### src/rtl/llc_set_wb_pkg.sv
// Shared LLC cache types and constants used by the set write-back engine.
package llc_set_wb_pkg;

    localparam int LLC_WAYS      = 8;
    localparam int LLC_WAY_BITS  = $clog2(LLC_WAYS);
    localparam int LLC_SET_BITS  = 8;
    localparam int LLC_TAG_BITS  = 16;
    localparam int BITS_PER_LINE = 64;
    localparam int STABLE_STATE_BITS = 4;
    localparam int MAX_N_L2      = 16;
    localparam int NL2_BITS      = $clog2(MAX_N_L2);
    localparam int HPROT_WIDTH   = 1;

    typedef logic [LLC_SET_BITS-1:0]      llc_set_t;
    typedef logic [LLC_WAY_BITS-1:0]      llc_way_t;
    typedef logic [LLC_TAG_BITS-1:0]      llc_tag_t;
    typedef logic [BITS_PER_LINE-1:0]     line_t;
    typedef logic [STABLE_STATE_BITS-1:0] llc_state_t;
    typedef logic [MAX_N_L2-1:0]          sharers_t;
    typedef logic [NL2_BITS-1:0]          owner_t;
    typedef logic [HPROT_WIDTH-1:0]       hprot_t;

    typedef enum logic [1:0] {
        ST_IDLE,
        ST_WAYS,
        ST_EVICT,
        ST_DONE
    } llc_set_wb_state_t;

endpackage

### src/rtl/llc_wb_prio_enc.sv
// Lowest-set-bit priority encoder over a WAYS-wide request vector.
module llc_wb_prio_enc
    import llc_set_wb_pkg::*;
#(
    parameter int WAYS = LLC_WAYS
) (
    input  logic [WAYS-1:0] req,
    output llc_way_t        idx,
    output logic            any
);

    always_comb begin
        idx = '0;
        any = |req;
        // Scan downward so the lowest set bit wins.
        for (int i = WAYS - 1; i >= 0; i--) begin
            if (req[i]) idx = llc_way_t'(i);
        end
    end

endmodule

### src/rtl/llc_set_wb.sv
// Writes modified set-buffer ways back to the LLC RAMs, one way per cycle,
// then optionally the evict-way pointer.
module llc_set_wb
    import llc_set_wb_pkg::*;
#(
    parameter int WAYS = LLC_WAYS
) (
    input  logic       clk,
    input  logic       rst,
    input  logic       start,
    input  llc_set_t   start_set,
    input  logic [WAYS-1:0] start_mask,
    input  logic       start_evict,
    input  line_t      lines_buf      [WAYS],
    input  llc_tag_t   tags_buf       [WAYS],
    input  llc_state_t states_buf     [WAYS],
    input  sharers_t   sharers_buf    [WAYS],
    input  owner_t     owners_buf     [WAYS],
    input  hprot_t     hprots_buf     [WAYS],
    input  logic       dirty_bits_buf [WAYS],
    input  llc_way_t   evict_way_buf,
    input  logic       ram_ready,
    output logic       wr_en,
    output logic       wr_en_evict_way,
    output llc_set_t   wr_set,
    output llc_way_t   wr_way,
    output line_t      wr_data_line,
    output llc_tag_t   wr_data_tag,
    output llc_state_t wr_data_state,
    output sharers_t   wr_data_sharers,
    output owner_t     wr_data_owner,
    output hprot_t     wr_data_hprot,
    output logic       wr_data_dirty_bit,
    output llc_way_t   wr_data_evict_way,
    output logic       busy,
    output logic       done
);

    llc_set_wb_state_t state_q, state_d;
    llc_set_t          set_q, set_d;
    logic [WAYS-1:0]   mask_q, mask_d;
    logic              evict_q, evict_d;
    llc_way_t          enc_idx;
    logic              enc_any;

    llc_wb_prio_enc #(.WAYS(WAYS)) u_enc (
        .req (mask_q),
        .idx (enc_idx),
        .any (enc_any)
    );

    always_ff @(posedge clk or posedge rst) begin
        if (rst) begin
            state_q <= ST_IDLE;
            set_q   <= '0;
            mask_q  <= '0;
            evict_q <= 1'b0;
        end else begin
            state_q <= state_d;
            set_q   <= set_d;
            mask_q  <= mask_d;
            evict_q <= evict_d;
        end
    end

    always_comb begin
        state_d           = state_q;
        set_d             = set_q;
        mask_d            = mask_q;
        evict_d           = evict_q;
        wr_en             = 1'b0;
        wr_en_evict_way   = 1'b0;
        wr_way            = '0;
        wr_data_line      = '0;
        wr_data_tag       = '0;
        wr_data_state     = '0;
        wr_data_sharers   = '0;
        wr_data_owner     = '0;
        wr_data_hprot     = '0;
        wr_data_dirty_bit = 1'b0;
        wr_data_evict_way = '0;
        done              = 1'b0;

        case (state_q)
            ST_IDLE: begin
                if (start) begin
                    set_d   = start_set;
                    mask_d  = start_mask;
                    evict_d = start_evict;
                    if (|start_mask)     state_d = ST_WAYS;
                    else if (start_evict) state_d = ST_EVICT;
                    else                  state_d = ST_DONE;
                end
            end
            ST_WAYS: begin
                wr_en             = enc_any;
                wr_way            = enc_idx;
                wr_data_line      = lines_buf[enc_idx];
                wr_data_tag       = tags_buf[enc_idx];
                wr_data_state     = states_buf[enc_idx];
                wr_data_sharers   = sharers_buf[enc_idx];
                wr_data_owner     = owners_buf[enc_idx];
                wr_data_hprot     = hprots_buf[enc_idx];
                wr_data_dirty_bit = dirty_bits_buf[enc_idx];
                if (ram_ready) begin
                    // x & (x-1) drops exactly the lowest set bit, i.e. the way just written.
                    mask_d = mask_q & (mask_q - 1'b1);
                    if (mask_d == '0) state_d = evict_q ? ST_EVICT : ST_DONE;
                end
            end
            ST_EVICT: begin
                wr_en_evict_way   = 1'b1;
                wr_data_evict_way = evict_way_buf;
                if (ram_ready) state_d = ST_DONE;
            end
            ST_DONE: begin
                done    = 1'b1;
                state_d = ST_IDLE;
            end
            default: state_d = ST_IDLE;
        endcase
    end

    assign busy   = (state_q != ST_IDLE);
    assign wr_set = set_q;

endmodule

### config.mk
export PLATFORM = sky130hd
export DESIGN_NAME = llc_set_wb
export DESIGN_NICKNAME = d
export VERILOG_FILES = /design/src/rtl/llc_set_wb_pkg.sv /design/src/rtl/llc_wb_prio_enc.sv /design/src/rtl/llc_set_wb.sv
export SDC_FILE = /design/constraint.sdc
export NUM_CORES = 1
export LEC_CHECK = 0
export CAP_MARGIN = 20
export CELL_PAD_IN_SITES_DETAIL_PLACEMENT = 1
export CELL_PAD_IN_SITES_GLOBAL_PLACEMENT = 2
export CORE_AREA = 2 2 392 394
export DETAILED_ROUTE_END_ITERATION = 8
export DIE_AREA = 0 0 394 396
export PLACE_DENSITY_LB_ADDON = 0.1
export SLEW_MARGIN = 20
export SYNTH_ARGS = -nofsm -noshare
export SYNTH_HDL_FRONTEND = slang
export SYNTH_SLANG_ARGS = --single-unit
### constraint.sdc
create_clock -name clk -period 4.8 [get_ports clk]
set_input_delay 0.96 -clock clk [delete_from_list [all_inputs] [get_ports clk]]
set_output_delay 0.96 -clock clk [all_outputs]
set_load 0.01 [all_outputs]
==> results of run 1 <==
[through the flow]
stage                     utilization [%]  hold slack, ns
after detailed placement             14.3           0.497
after CTS                            14.4           0.512
final                                14.4           0.510
after global routing                 14.4           0.530
after global placement               14.3           0.492
after floorplan                         -           0.480
[flip-flops by register name (all words and copies together) (netlist names)]
register	cells
mask_q	8
wr_set	8
state_q	2
evict_q	1
[synthesized netlist by cell type, drive strengths merged, types with 2 or more instances]
| cell type | number |
|---|---|
| mux2i | 4 |
| o21a | 2 |
| nor3 | 6 |
| ha | 5 |
| nor2b | 2 |
| a22o | 7 |
| nor2 | 10 |
| buf | 46 |
| nand2 | 9 |
| and2 | 3 |
| o21ai | 328 |
| nand3 | 322 |
| or4 | 5 |
| o31ai | 2 |
| a2111o | 106 |
| mux2 | 115 |
| dfrtp | 19 |
| a21oi | 322 |
| inv | 6 |
| clkbuf | 155 |
[metal layers]
metal | up-vias | track usage [%] | share of wire (%)
li1 | 7487 | - | -
met4 | 60 | 0.965 | 0.71
met5 | - | 0 | 0.30
met3 | 96 | 4.30 | 6.6
met1 | 8165 | 18.6 | 42
met2 | 599 | 27.8 | 50
[final cells by class]
| cell class | instances | area (sq um) |
|---|---|---|
| sequential | 19 | 475 |
| multi-input combinational | 1255 | 7880 |
| clock buffer | 3 | 75.1 |
| timing repair buffer | 1071 | 10800 |
| tap | 2030 | 2540 |
| inverter | 7 | 26.3 |
| clock inverter | 1 | 5.00 |
| fill | 18003 | 130000 |
| antenna | 14 | 35.0 |
[critical path: cells and delay by family, from the launching register on]
family / cells / cell delay (ns)
AOI/OAI and AO/OA: 3 / 0.98
and+or+nand+nor: 2 / 0.96
buffers and inverters: 2 / 0.89
DFF: 1 / 0.48
[worst min path at each step]
stage / startpoint / to
after global routing: wr_set[4]$_DFFE_PP0P_ / wr_set[4]$_DFFE_PP0P_
after global placement: wr_set[4]$_DFFE_PP0P_ / wr_set[4]$_DFFE_PP0P_
after floorplan: evict_q$_DFFE_PP0P_ / evict_q$_DFFE_PP0P_
after CTS: wr_set[2]$_DFFE_PP0P_ / wr_set[2]$_DFFE_PP0P_
after detailed placement: wr_set[2]$_DFFE_PP0P_ / wr_set[2]$_DFFE_PP0P_
final: wr_set[6]$_DFFE_PP0P_ / wr_set[6]$_DFFE_PP0P_
[report_power, final]
group	switching, mW	leakage (nW)	internal, mW
registers	0.0934	0.232	0.238
clock network	0.0725	0.0410	0.112
logic	6.72	7.42	4.49
[timing repair]
item / in CTS / in global routing
hold buffers: 0 / 0
resized for setup: 2 / 2
setup endpoints to repair: 2 / 2
gates cloned: 0 / 0
[kinds of logic after synthesis]
family	count (synthesis)	share of synthesized area, %
buf+inv	208	8.99
simple gates	359	19.9
compound gates	771	50.4
fa+ha+maj	6	0.799
flops	19	5.23
mux	119	14.7
==> impl_metrics.py, run 1 <==
metrics = {
    "synthesis": {
        "netlist_instances": 1482,
        "synth_cell_types": 37,
        "synthTopCellsByArea": "a21oi_1 (18%), nand3_1 (18%), o21ai_0 (17%)",
        "syn_area_per_cell_sq_um": 6.13,
        "async_flop_share_pct": 100,
        "yosysSeqAreaShare_pct": 5.23,
        "synth-seq-cells": 19,
        "yosys.area.top_type_share_pct": 17.7,
        "yosysWarnings": 0,
        "synth_area_leader_cell": "a21oi_1",
        "synth_edf_count": 0,
        "synth_area_sq_mm": 0.00908,
        "syn_nets": 2359,
        "synthFlopType": "dfrtp_1",
    },
    "power_and_ir_drop": {
        "p_per_area_mw_per_mm2": 537,
        "p_total_mw": 11.7,
        "leakagePower_nw": 7.69,
        "vdd_ir_drop_max_v": 0.000554,
    },
    "clock_tree": {
        "h-tree-depth": 1,
        "clk_pin_slew_worst_paths_ns": 0.06,
        "insertion_delay_ns": 0.26,
        "root_buffer": "clkbuf_16",
        "cts_tree": "yes",
        "cts_setup_buffers": 0,
        "cts-buffers-inserted": 3,
        "clock_sinks": 19,
        "cts_buffer_depth": 2,
    },
    "place": {
        "gp_congestion": 0.829,
        "dp_cells": 4382,
        "pre_cts_slack_ns": 0.239,
        "dpl.hpwl_microns": 103000,
        "io_buffers": 995,
        "placed_area_sq_mm": 0.0217,
    },
    "setup_path": {
        "critPathMaxFanout": 66,
        "end_kind": "primary output",
        "reg2reg_depth": 5,
        "critPathSlowestCell": "or4_4",
        "path_class": "reg2out",
        "worstPathArrival_ns": 3.64,
        "r2r_end": "state_q[1]$_DFFE_PP0P_",
        "critPathCapture": "wr_data_sharers[6]",
        "rr_startpoint": "mask_q[1]$_DFFE_PP0P_",
        "required_ns": 3.84,
        "crit_chain": "nor2_1, o21ai_0, or4_4, buf_12, a21oi_1, a2111o_1, clkdlybuf4s50_1",
        "reg2reg_slack_ns": 2.64,
        "cpPeakStageDelay_ns": 0.61,
        "critPathLaunch": "mask_q[4]$_DFFE_PP0P_",
        "cp-start-kind": "register",
    },
    "timing": {
        "slew_violations": 0,
        "hold_viol_final": 0,
        "timing.final.crit_share_pct": 95.8,
        "clock.fmax_mhz": 217,
        "layout_min_cycle_time_ns": 4.60,
        "relSlewSlack_pct": 32.9,
        "tightest_slew_ns": 0.998,
        "rsz0062_at_grt": "no",
        "finalSetupTns_ns": 0,
        "fin_ws_ns": 0.199,
        "finClkSkew_ns": 0.00434,
        "setup_viol_count_final": 0,
    },
    "finish": {
        "final_cell_count_no_fill": 4400,
        "layout-drive-gt1-share_pct": 7.26,
        "finalInstanceArea_sq_mm": 0.0218,
        "final_common_cell": "clkdlybuf4s50_1",
        "layout.nets": 3234,
        "area_growth_pct": 140,
        "final_cell_mix": "clkdlybuf4s50_1 (995), nand3_1 (322), a21oi_1 (317), o21ai_0 (306), a2111o_1 (106)",
    },
    "die": {
        "rows": 143,
        "ioPinCount": 996,
        "fp.dieH_microns": 396,
        "core_sq_mm": 0.152,
        "dieArea_sq_mm": 0.156,
        "start_util_pct": 5.99,
        "die_x_microns": 394,
    },
    "detailed_routing": {
        "postRouteAntennaNets": 0,
        "via_per_inst": 3.73,
        "wl_microns": 126000,
        "dr.pass1.iters": 4,
        "drt-initial-drc-count": 740,
        "drc_errors": 0,
        "vias": 16407,
        "wire_per_inst_microns": 28.7,
    },
    "global_route": {
        "grt_pass1_vias": 17765,
        "grt_pass1_wl_microns": 168000,
        "track_usage_pct": 15.3,
        "grt_overflow": 0,
        "grt_max_degree": 108,
        "antenna_found_initial": 57,
    },
    "worst_hold_path": {
        "worstHoldPathType": "reg2reg",
        "hold_depth": 1,
    },
    "run": {
        "drv_cap": 0,
    },
    "status": {
        "status": "completed",
    },
}
(Power assumes the default switching activity.)
==> run 2, diff against run 1 <==
--- a/config.mk
+++ b/config.mk
@@ -11,7 +11,7 @@
 export CORE_AREA = 2 2 392 394
 export DETAILED_ROUTE_END_ITERATION = 8
 export DIE_AREA = 0 0 394 396
-export PLACE_DENSITY_LB_ADDON = 0.1
+export PLACE_DENSITY_LB_ADDON = 0.05
 export SLEW_MARGIN = 20
 export SYNTH_ARGS = -nofsm -noshare
 export SYNTH_HDL_FRONTEND = slang
==> run 2 against run 1 <==
Net effect:
- highest routed layer unchanged
- sequential share of layout area is essentially flat
- largest power group unchanged
- setup slack improved by 0.15 ns
- utilization increased by 0.058 points
- critical path depth is 2 higher
- critical path type unchanged
- clock skew down 0.0016 ns
- sequential power about the same
==> impl_metrics.py, run 2 (synthesis gave the netlist of run 1 again) <==
metrics = {
    "worst_hold_path": {
        "worstHoldPathType": "reg2reg",
        "hold_depth": 1,
        "min_to": "wr_set[7]$_DFFE_PP0P_",
        "hold_start": "wr_set[7]$_DFFE_PP0P_",
    },
    "setup_path": {
        "required_ns": 3.84,
        "r2r_end": "state_q[0]$_DFFE_PP0P_",
        "critPathMaxFanout": 50,
        "cp-start-kind": "register",
        "worstPathArrival_ns": 3.49,
        "path_class": "reg2out",
        "end_kind": "primary output",
        "rr_startpoint": "mask_q[1]$_DFFE_PP0P_",
        "reg2reg_depth": 5,
        "reg2reg_slack_ns": 2.64,
    },
    "power_and_ir_drop": {
        "p_per_area_mw_per_mm2": 532,
        "leakagePower_nw": 7.72,
        "vdd_ir_drop_max_v": 0.000477,
        "p_total_mw": 11.7,
    },
    "clock_tree": {
        "root_buffer": "clkbuf_16",
        "cts-buffers-inserted": 3,
        "clk_pin_slew_worst_paths_ns": 0.06,
        "insertion_delay_ns": 0.26,
        "cts_tree": "yes",
        "hold_buffers": 0,
        "clock_sinks": 19,
        "h-tree-depth": 1,
        "cts_buffer_depth": 2,
    },
    "detailed_routing": {
        "wl_microns": 125000,
        "vias": 16386,
        "drc_errors": 0,
        "dr.pass1.iters": 4,
        "postRouteAntennaNets": 0,
        "wl_met2_microns": 63000,
        "route.met3.wl_microns": 10000,
        "drt-initial-drc-count": 597,
        "via_per_inst": 3.71,
        "drt-met1-wl_microns": 49600,
        "wire_per_inst_microns": 28.4,
        "top_layer_used": "met5",
    },
    "die": {
        "dieArea_sq_mm": 0.156,
        "rows": 143,
        "fp.dieH_microns": 396,
        "ioPinCount": 996,
        "start_util_pct": 5.99,
        "core_sq_mm": 0.152,
        "die_x_microns": 394,
    },
    "timing": {
        "hold_viol_final": 0,
        "finClkSkew_ns": 0.00275,
        "slew_violations": 0,
        "setup_viol_count_final": 0,
        "layout_min_cycle_time_ns": 4.45,
        "finalSetupTns_ns": 0,
        "tightest_slew_ns": 1.05,
        "relSlewSlack_pct": 29.4,
        "timing.final.crit_share_pct": 92.6,
        "fin_ws_ns": 0.353,
        "clock.fmax_mhz": 225,
        "rsz0062_at_grt": "no",
    },
    "finish": {
        "layout-drive-gt1-share_pct": 7.09,
        "seq_area_sq_um": 475,
        "final_common_cell": "clkdlybuf4s50_1",
        "final_cell_mix": "clkdlybuf4s50_1 (993), nand3_1 (322), a21oi_1 (320), o21ai_0 (305), a2111o_1 (106)",
        "multi_input_area_sq_mm": 0.00786,
        "layout.nets": 3232,
        "area_growth_pct": 141,
        "fillCellCount": 17986,
        "final_cell_count_no_fill": 4414,
    },
    "global_route": {
        "grt_pass1_vias": 17763,
        "grt_max_degree": 99,
        "antenna_found_initial": 93,
        "track_usage_pct": 15.3,
        "grt_overflow": 0,
        "grt_pass1_wl_microns": 166000,
    },
    "status": {
        "status": "completed",
    },
    "run": {
        "drv_cap": 0,
    },
    "place": {
        "pre_cts_slack_ns": 0.330,
        "dp_cells": 4380,
        "dpl.hpwl_microns": 101000,
        "io_buffers": 995,
        "gp_congestion": 0.789,
    },
}
==> run 2: changes by cell type in the layout (fill, tap and decap cells not counted) <==
cell             change
a21oi_2              -2
clkinv_2             -1
a21oi_1              +3
buf_4                -7
a21oi_4              -1
diode_2             +16
clkbuf_1             +1
o21ai_1              +1
buf_12               +7
clkdlybuf4s50_1      -2
o21ai_0              -1
==> run 2: report_power, final <==
part           internal (mW)  switching (mW)  total, mW
clock                  0.114          0.0719      0.186
combinational           4.56            6.57       11.1
sequential             0.238          0.0905      0.329
total                   4.92            6.74       11.7
==> run 2: worst max-delay path, stage by stage, from the launching register on <==
cell             delay, ns
dfrtp_1               0.53
nor2b_1               0.16
o21ai_4               0.38
buf_12                0.32
buf_12                0.31
nand3_1               0.12
a21oi_1               0.44
buf_4                 0.20
a2111o_1              0.10
clkdlybuf4s50_1       0.54
==> run 2: how the worst max path moves through the flow <==
stage	start	end	slack, ns	cells past startpoint
2_1_floorplan	state_q[1]$_DFFE_PP0P_	wr_data_line[23]	1.71	8
3_3_place_gp	mask_q[2]$_DFFE_PP0P_	wr_data_owner[0]	0.35	8
3_5_place_dp	mask_q[2]$_DFFE_PP0P_	wr_data_owner[0]	0.33	8
4_1_cts	mask_q[2]$_DFFE_PP0P_	wr_data_owner[0]	0.03	8
5_1_grt	mask_q[6]$_DFFE_PP0P_	wr_data_sharers[7]	0.12	9
6_report	mask_q[2]$_DFFE_PP0P_	wr_data_sharers[9]	0.35	9
==> run 2: metal layers <==
layer | track usage, % | vias to the layer above
met1 | 17.2 | 7974
li1 | - | 7497
met3 | 5.60 | 168
met4 | 2.91 | 102
met2 | 27.4 | 645
met5 | 0 | -
==> run 2: timing repair <==
item | CTS | global route
setup endpoints to repair | 0 | 1
setup buffers | 0 | 0
gates resized for setup | 0 | 1
==> run 2: metrics by stage <==
stage	instance area, sq um	util [%]	hold WS, ns
2_1_floorplan	9080	-	0.480
6_report	21900	14.5	0.510
4_1_cts	21800	14.4	0.511
5_1_grt	21900	14.4	0.524
3_5_place_dp	21800	14.4	0.497
3_3_place_gp	21800	14.4	0.494
==> run 2: cell type report <==
cell class	count	area share (%)
flip-flops and latches	19	2.17
diodes	30	0.343
multi-input cells	1255	35.9
clock buffers	4	0.360
well taps	2030	11.6
repair buffers	1069	49.6
inverters	7	0.120
